## src/rtl/nueve_b.sv

```systemverilog
// nueve_b: registered classifier of N = {a,b,c,d}; x = prime, y = multiple of 3.
// Optional macro NUEVE_B_SYNC_EN adds a 2-flop synchronizer per input (latency 3 instead of 1).
module nueve_b (
   input  logic clk,
   input  logic rst,
   input  logic a,
   input  logic b,
   input  logic c,
   input  logic d,
   output logic x,
   output logic y
);

   localparam int unsigned N_W = 4;

   logic [N_W-1:0] n_raw;
   logic [N_W-1:0] n;
   logic           prime_c;
   logic           mult3_c;

   assign n_raw = {a, b, c, d};

`ifdef NUEVE_B_SYNC_EN
   logic [N_W-1:0] sync1;
   logic [N_W-1:0] sync2;

   // Two-stage synchronizer per bit; cleared so the pipeline presents N = 0 after reset.
   always_ff @(posedge clk or posedge rst) begin
      if (rst) begin
         sync1 <= '0;
         sync2 <= '0;
      end else begin
         sync1 <= n_raw;
         sync2 <= sync1;
      end
   end

   assign n = sync2;
`else
   assign n = n_raw;
`endif

   // Unknown codes fall to the default arm, so X/Z never reaches the flags.
   always_comb begin
      prime_c = 1'b0;
      mult3_c = 1'b0;
      case (n)
         4'd0:  mult3_c = 1'b1;
         4'd2:  prime_c = 1'b1;
         4'd3:  begin prime_c = 1'b1; mult3_c = 1'b1; end
         4'd5:  prime_c = 1'b1;
         4'd6:  mult3_c = 1'b1;
         4'd7:  prime_c = 1'b1;
         4'd9:  mult3_c = 1'b1;
         4'd11: prime_c = 1'b1;
         4'd12: mult3_c = 1'b1;
         4'd13: prime_c = 1'b1;
         4'd15: mult3_c = 1'b1;
         default: begin
            prime_c = 1'b0;
            mult3_c = 1'b0;
         end
      endcase
   end

   always_ff @(posedge clk or posedge rst) begin
      if (rst) begin
         x <= 1'b0;
         y <= 1'b0;
      end else begin
         x <= prime_c;
         y <= mult3_c;
      end
   end

endmodule

```

## config.mk

```make
export PLATFORM = sky130hd
export DESIGN_NAME = nueve_b
export DESIGN_NICKNAME = d
export VERILOG_FILES = /design/src/rtl/nueve_b.sv
export SDC_FILE = /design/constraint.sdc
export NUM_CORES = 1
export LEC_CHECK = 0
export ABC_AREA = 1
export CORE_AREA = 2 2 39 41
export CTS_BUF_LIST = sky130_fd_sc_hd__clkbuf_4 sky130_fd_sc_hd__clkbuf_8
export CTS_CLUSTER_SIZE = 14
export DETAILED_ROUTE_END_ITERATION = 12
export DIE_AREA = 0 0 41 43
export GPL_TIMING_DRIVEN = 0
export PLACE_DENSITY_LB_ADDON = 0.3
export SYNTH_ARGS = -nofsm -noshare
export SYNTH_HDL_FRONTEND = slang
export SYNTH_SLANG_ARGS = --single-unit
export TNS_END_PERCENT = 30
```

## constraint.sdc

```tcl
create_clock -name clk -period 0.8 [get_ports clk]
set_input_delay 0.16 -clock clk [delete_from_list [all_inputs] [get_ports clk]]
set_output_delay 0.16 -clock clk [all_outputs]
set_load 0.005 [all_outputs]
```

---- Yosys cells after proc, flatten, opt, wreduce, memory -nomap -nowiden ----
Index checks and enable logic that the tools add are counted.
word-level totals
  logic and storage cells ................. 17
  flip-flop bits (word level) ............. 2
operators by class
  mux-type cells .......................... 2
  equal/unequal tests ..................... 10
  reductions and logical operators ........ 3
operator list
  operator            count
  $eq 4x4->1 const B  5
  $eq 4x3->1 const B  3
  $reduce_or 6->1     2
  $eq 4x2->1 const B  2
  $logic_not 4->1     1
  $mux 1              2

---- Logic depth before layout (Yosys ltp) ----
Gate-level depths: netlist of run 1.
  depth after elaboration ................. 3
  mapped depth ............................ 6
  mapped depth without buffers ............ 6

---- Worst setup path before layout of run 1 ----
No wires, ideal clock.
  path type ............................... input to register
  start point ............................. input b
  end point ............................... register y
  stages on the path ...................... 6
  required time ........................... 0.684 ns
  setup time .............................. 0.116 ns
  buffers on the path ..................... 0
  setup slack ............................. 0.219 ns
  arrival time ............................ 0.465 ns
  cell sequence ........................... inv_1 nand2_1 nand2_1 inv_1 nand2_1 nand2_1
on the way
  cells in the longest elaborated chain, start to end .. 3
RTL lines
  element                                   RTL line  source
  start: declaration                        7         input logic b,
  $eq 4x4->1, or another cell as far along  47        case (n)
  $reduce_or 6->1 (no source line) (*)      n/a
  $mux 1 (*)                                47
  named net mult3_c                         19        logic mult3_c;
  end signal: assignment                    72        y <= mult3_c;
  end: declaration                          11        output logic y
Mark *: on every way through the listed nets, which the timed path passes. The rest lies on a longest branch.

---- Worst setup path after layout of run 1 ----
  start point ............................. register x
  end point ............................... output x
RTL lines
  element                   RTL line  source
  start: declaration        10        output logic x,
  start signal: assignment  71        x <= prime_c;
No word-level cell between the ends.

==> metrics.cfg, run 1 <==
[sta]
fin_ws_ps=-41.0
period_share=1.05
maxSlewViolCount=0
worst_pin_slew_ps=104
setup_viol=2
slew_headroom=0.930
min_period_ps=841
max_freq_mhz=1190
whs_ps=90.5
rsz0062_at_grt=true
hold_violations=0

[die]
fp.coreArea_sq_um=1380
rows=14
dieArea_sq_um=1760
start_util=0.0949
die_h_um=43
ios=8
die_x_um=41

[critical_path]
critPathLaunch=x$_DFF_PP0_
cp_top_family=flip-flops
worstPathRequired_ps=640
critPathLaunchType=flop
crit_arrival_ps=680
critPathSlowestCell=dfrtp_1
critPathMaxStageDelay_ps=340
crit_path_end_kind=output port
crit_path_cell_trace=buf_2
cp_num_buf_inv=1
criticalPathCategory=flop to output port
cp_max_fo=1

[yosys]
yosysTopAreaCellShare=0.381
syn_inst=23
yosysTopAreaCell=dfrtp_1
ys_types=5
ys_top_cells_by_area=dfrtp_1 (38%), nand2_1 (31%), inv_1 (23%)
ys_seq_area_frac=0.381
avgSynthCellArea_sq_um=5.71
ys_ff_latch=2
syn-num-nets=29
ys_warn_count=0
netlist_area_sq_um=131

[hold_path]
hp-class=input port to asynchronous set/reset pin

[cts]
cts_tree=built
ctsResizeCount=13
numClockSinks=2
cts.clk_slew.worst_paths_ps=30
cts_setup_buffers=0
clock_path_buffers=2
htree_levels=1
clockRootBuffer=clkbuf_4
cts-hold-fix-buffers=0
cts_buffers=3

[finish]
nFillCells=165
antenna_cells=0
areaGrowthSynthToFinish_pct=74.3
nNetsFinal=41
drive_above_1_share=0.182

[place]
io_buffers=7
routabilityCongestion=0.575

[outcome]
outcome=finished, violations left
violations=setup timing

[grt]
grt_pass1_vias=109
grt_first_pass_wirelength_um=365
grtUsageTotal=0.0381
antenna_found_initial=0
overflow=0
grt_start_max_net_pins=4

[drt]
vias=136
wl_um=250
drtPass1Iterations=1
drc=0
detail-route-antenna-nets=0
via_per_inst=2.78
routedWlPerCell_um=5.10
drt_iter0_drc=0

[pwr]
p_per_area_nw_per_um2=1750
p_leak_uw=0.000148
ir_drop_uv=284
p_total_uw=401

[run]
cap_violations=0

## routing by layer
metal	share of wire	global-route usage	vias to the layer above
li1	-	-	83
met2	0.40	0.0281	8
met1	0.42	0.0447	45
met5	0	0	-
met4	0	0.0800	0
met3	0.18	0.0157	0
## synth_stat cells, drive strengths merged
master  number
nand3        1
inv          8
nand2       11
o21ai        1
dfrtp        2
## cells in the final DEF (no fill, tap or decap)
master,n
buf_2,2
o21ai_1,1
dfrtp_1,2
clkbuf_4,3
clkdlybuf4s50_1,1
nand2_1,11
inv_1,7
nand3_1,1
inv_2,1
dlygate4sd2_1,4
## through the flow
stage	cells	cell area (sq um)	setup TNS (ps)	util	setup slack, ps
3_5_place_dp	46	221	-813	0.160	-278
3_3_place_gp	46	221	-795	0.160	-268
2_1_floorplan	23	131	0	-	219
4_1_cts	49	229	-113	0.165	-58.6
5_1_grt	49	229	-129	0.165	-65.8
6_report	49	229	-80.2	0.165	-41.0
## report_power, final
part / leakage (uW) / internal (uW) / switching, uW / total (uW)
sequential: 0.0000243 / 112 / 1.64 / 113
combinational: 0.000110 / 33.5 / 32.6 / 66.1
clock: 0.0000138 / 165 / 56.1 / 221
## flip-flops by register name, summed over array words and instances (netlist names)
name and count:
x 1, y 1
## cells by family (layout without fill, tap and decap cells)
logic type | Yosys count | in the layout | synth area share
and+or+nand+nor | 12 | 12 | 0.352
buffers and inverters | 8 | 18 | 0.229
DFF | 2 | 2 | 0.381
AOI/OAI and AO/OA | 1 | 1 | 0.0381
## final cells by class
| cell class | count | area (sq um) | share of cell area |
|---|---|---|---|
| timing repair buffer | 7 | 55.1 | 0.240 |
| sequential | 2 | 50.0 | 0.219 |
| inverter | 8 | 30.0 | 0.131 |
| tap | 16 | 20.0 | 0.0874 |
| clock buffer | 3 | 22.5 | 0.0984 |
| multi-input combinational | 13 | 51.3 | 0.224 |
## final timing paths
kind                       depth (start not counted)     endpoint  slack [ps]
min in group clk                                   4  x$_DFF_PP0_         380
worst min-delay path                               2  y$_DFF_PP0_          90
worst max-delay path                               1            x         -40
max in group asynchronous                          2  x$_DFF_PP0_         600
No activity file was read; power rests on OpenSTA's default activity.
==> inputs of run 2 (changes only) <==
==> constraint.sdc (replaced) <==
create_clock -name clk -period 1.1 [get_ports clk]
set_input_delay 0.22 -clock clk [delete_from_list [all_inputs] [get_ports clk]]
set_output_delay 0.22 -clock clk [all_outputs]
set_load 0.005 [all_outputs]
==> metrics.cfg, run 2 (same netlist as run 1, synthesis figures left out) <==
[pwr]
p_sw_uw=65.4  ; -28%
combPwrFrac=0.185  ; +0.020
p_leak_uw=0.000147  ; -0.77%
seqPwrFrac=0.276  ; -0.007
p_per_area_nw_per_um2=1240  ; -29%
ir_drop_uv=219  ; -23%
p_total_uw=299  ; -26%
power.internal_uw=233  ; -25%
switching_share=0.219  ; -0.00610
clkPwrFrac=0.539  ; -0.013

[cts]
clock_path_buffers=2  ; unchanged
htree_levels=1  ; unchanged
cts.clk_slew.worst_paths_ps=30  ; about the same
numClockSinks=2  ; unchanged
cts_setup_buffers=0  ; unchanged
cts_buffers=3  ; unchanged
clockRootBuffer=clkbuf_4
cts_tree=built

[critical_path]
crit_path_end_kind=output port
critPathLaunchType=flop
cp.depth=1  ; unchanged
criticalPathCategory=flop to output port
cp_num_buf_inv=1  ; unchanged
critPathSlowestCell=dfrtp_1
cp_top_family=flip-flops
worstPathRequired_ps=880  ; +240 ps
crit_arrival_ps=820  ; +140 ps
crit_path_cell_trace=dlygate4sd2_1
critPathMaxStageDelay_ps=340  ; about the same
cp_max_fo=1  ; unchanged

[drt]
drt_iter0_drc=3  ; +3
drc=0  ; unchanged
wl_um=250  ; unchanged
via_per_inst=2.78  ; unchanged
detail-route-antenna-nets=0  ; unchanged
routedWlPerCell_um=5.10  ; unchanged
drtPass1Iterations=2  ; +1
vias=136  ; unchanged

[finish]
nNetsFinal=41  ; unchanged
final_common_cell=nand2_1
top_regs=x (1), y (1)
areaGrowthSynthToFinish_pct=83.8
mostFrequentLayoutCells=nand2_1 (11), inv_1 (8), clkdlybuf4s50_1 (5), clkbuf_4 (3)
antenna_cells=0  ; unchanged
nFillCells=159  ; -3.6%
finalNonFillerCells=49  ; unchanged
fin_area_sq_um=241  ; +5.5%
drive_above_1_share=0.0909  ; -0.0909

[die]
fp.coreArea_sq_um=1380  ; unchanged
start_util=0.0949  ; unchanged
die_x_um=41  ; unchanged
die_h_um=43  ; unchanged
dieArea_sq_um=1760  ; unchanged
ios=8  ; unchanged
rows=14  ; unchanged

[sta]
fin_ws_ps=65.0  ; +106 ps
hold_violations=0  ; unchanged
maxSlewViolCount=0  ; unchanged
worst_pin_slew_ps=109  ; +4.17 ps
min_period_ps=1040
rsz0062_at_grt=false
whs_ps=151  ; +60.0 ps
setup_viol=0  ; -2
max_freq_mhz=966
period_share=0.941
slew_headroom=0.927  ; -0.00280

[run]
cap_violations=0  ; unchanged

[grt]
overflow=0  ; unchanged
grt_start_max_net_pins=4  ; unchanged
antenna_found_initial=0  ; unchanged
grt_first_pass_wirelength_um=365  ; unchanged
grtUsageTotal=0.0381  ; unchanged
grt_pass1_vias=109  ; unchanged

[hold_path]
hp-class=input port to asynchronous set/reset pin

[place]
io_buffers=7  ; unchanged
place_inst=46  ; unchanged
pre_cts_ws_ps=-37.8  ; +240 ps
routabilityCongestion=0.575  ; unchanged
place_area_sq_um=221  ; unchanged

[outcome]
outcome=finished, final reports clean

[run 2: cell types whose count changed in the layout (fill, tap and decap cells not counted), sizes merged]
cell           change
clkdlybuf4s50      +4
buf                -2
dlygate4sd2        -2
[run 2: power groups by stage]
stage	sequential (uW)	clock (uW)	combinational, uW
floorplan	85.2	0	22.1
global placement	83.7	0	60.6
detailed placement	83.7	0	61.0
CTS	82.6	176	56.0
global route	83.0	175	63.2
finish	82.5	161	55.1
[run 2: final cells by class]
| type | instances | area, sq um | area share |
|---|---|---|---|
| multi-input combinational | 13 | 51.3 | 0.212 |
| clock buffer | 3 | 22.5 | 0.0933 |
| tap | 16 | 20.0 | 0.0829 |
| sequential | 2 | 50.0 | 0.207 |
| inverter | 8 | 30.0 | 0.124 |
| timing repair buffer | 7 | 67.6 | 0.280 |
[run 2: stage by stage]
stage / util / setup TNS [ps]
3_3_place_gp: 0.160 / -28.4
4_1_cts: 0.175 / 0
2_1_floorplan: - / 0
5_1_grt: 0.175 / 0
3_5_place_dp: 0.160 / -40.4
6_report: 0.175 / 0
[run 2: per-layer routing]
layer  share of wire  GRT usage
met2            0.40     0.0281
met3            0.16     0.0157
met4               0     0.0800
met1            0.43     0.0447
met5               0          0
[run 2: worst max path at each step]
stage,start,to,slack (ps)
3_5_place_dp,b,y$_DFF_PP0_,-40
3_3_place_gp,b,y$_DFF_PP0_,-30
5_1_grt,y$_DFF_PP0_,y,30
2_1_floorplan,b,y$_DFF_PP0_,460
6_report,x$_DFF_PP0_,x,60
4_1_cts,x$_DFF_PP0_,x,50
[run 2: repair_timing]
action | in CTS | in global routing
hold endpoints to repair | 0 | 0
setup endpoints to repair | 2 | 0
resized for setup | 2 | 0
hold buffers | 0 | 0
==> inputs of run 3 (changes only) <==
==> constraint.sdc (replaced) <==
create_clock -name clk -period 1.1 [get_ports clk]
set_input_delay 0.11 -clock clk [delete_from_list [all_inputs] [get_ports clk]]
set_output_delay 0.11 -clock clk [all_outputs]
set_load 0.005 [all_outputs]
==> results of run 3 <==
Same layout as run 2 (identical final DEF). Status: finished, final reports clean.
Main changes from that run: setup slack after placement -37.8 ps -> 72.2 ps; setup slack after layout 65.0 ps -> 175 ps; hold slack 151 ps -> 40.5 ps
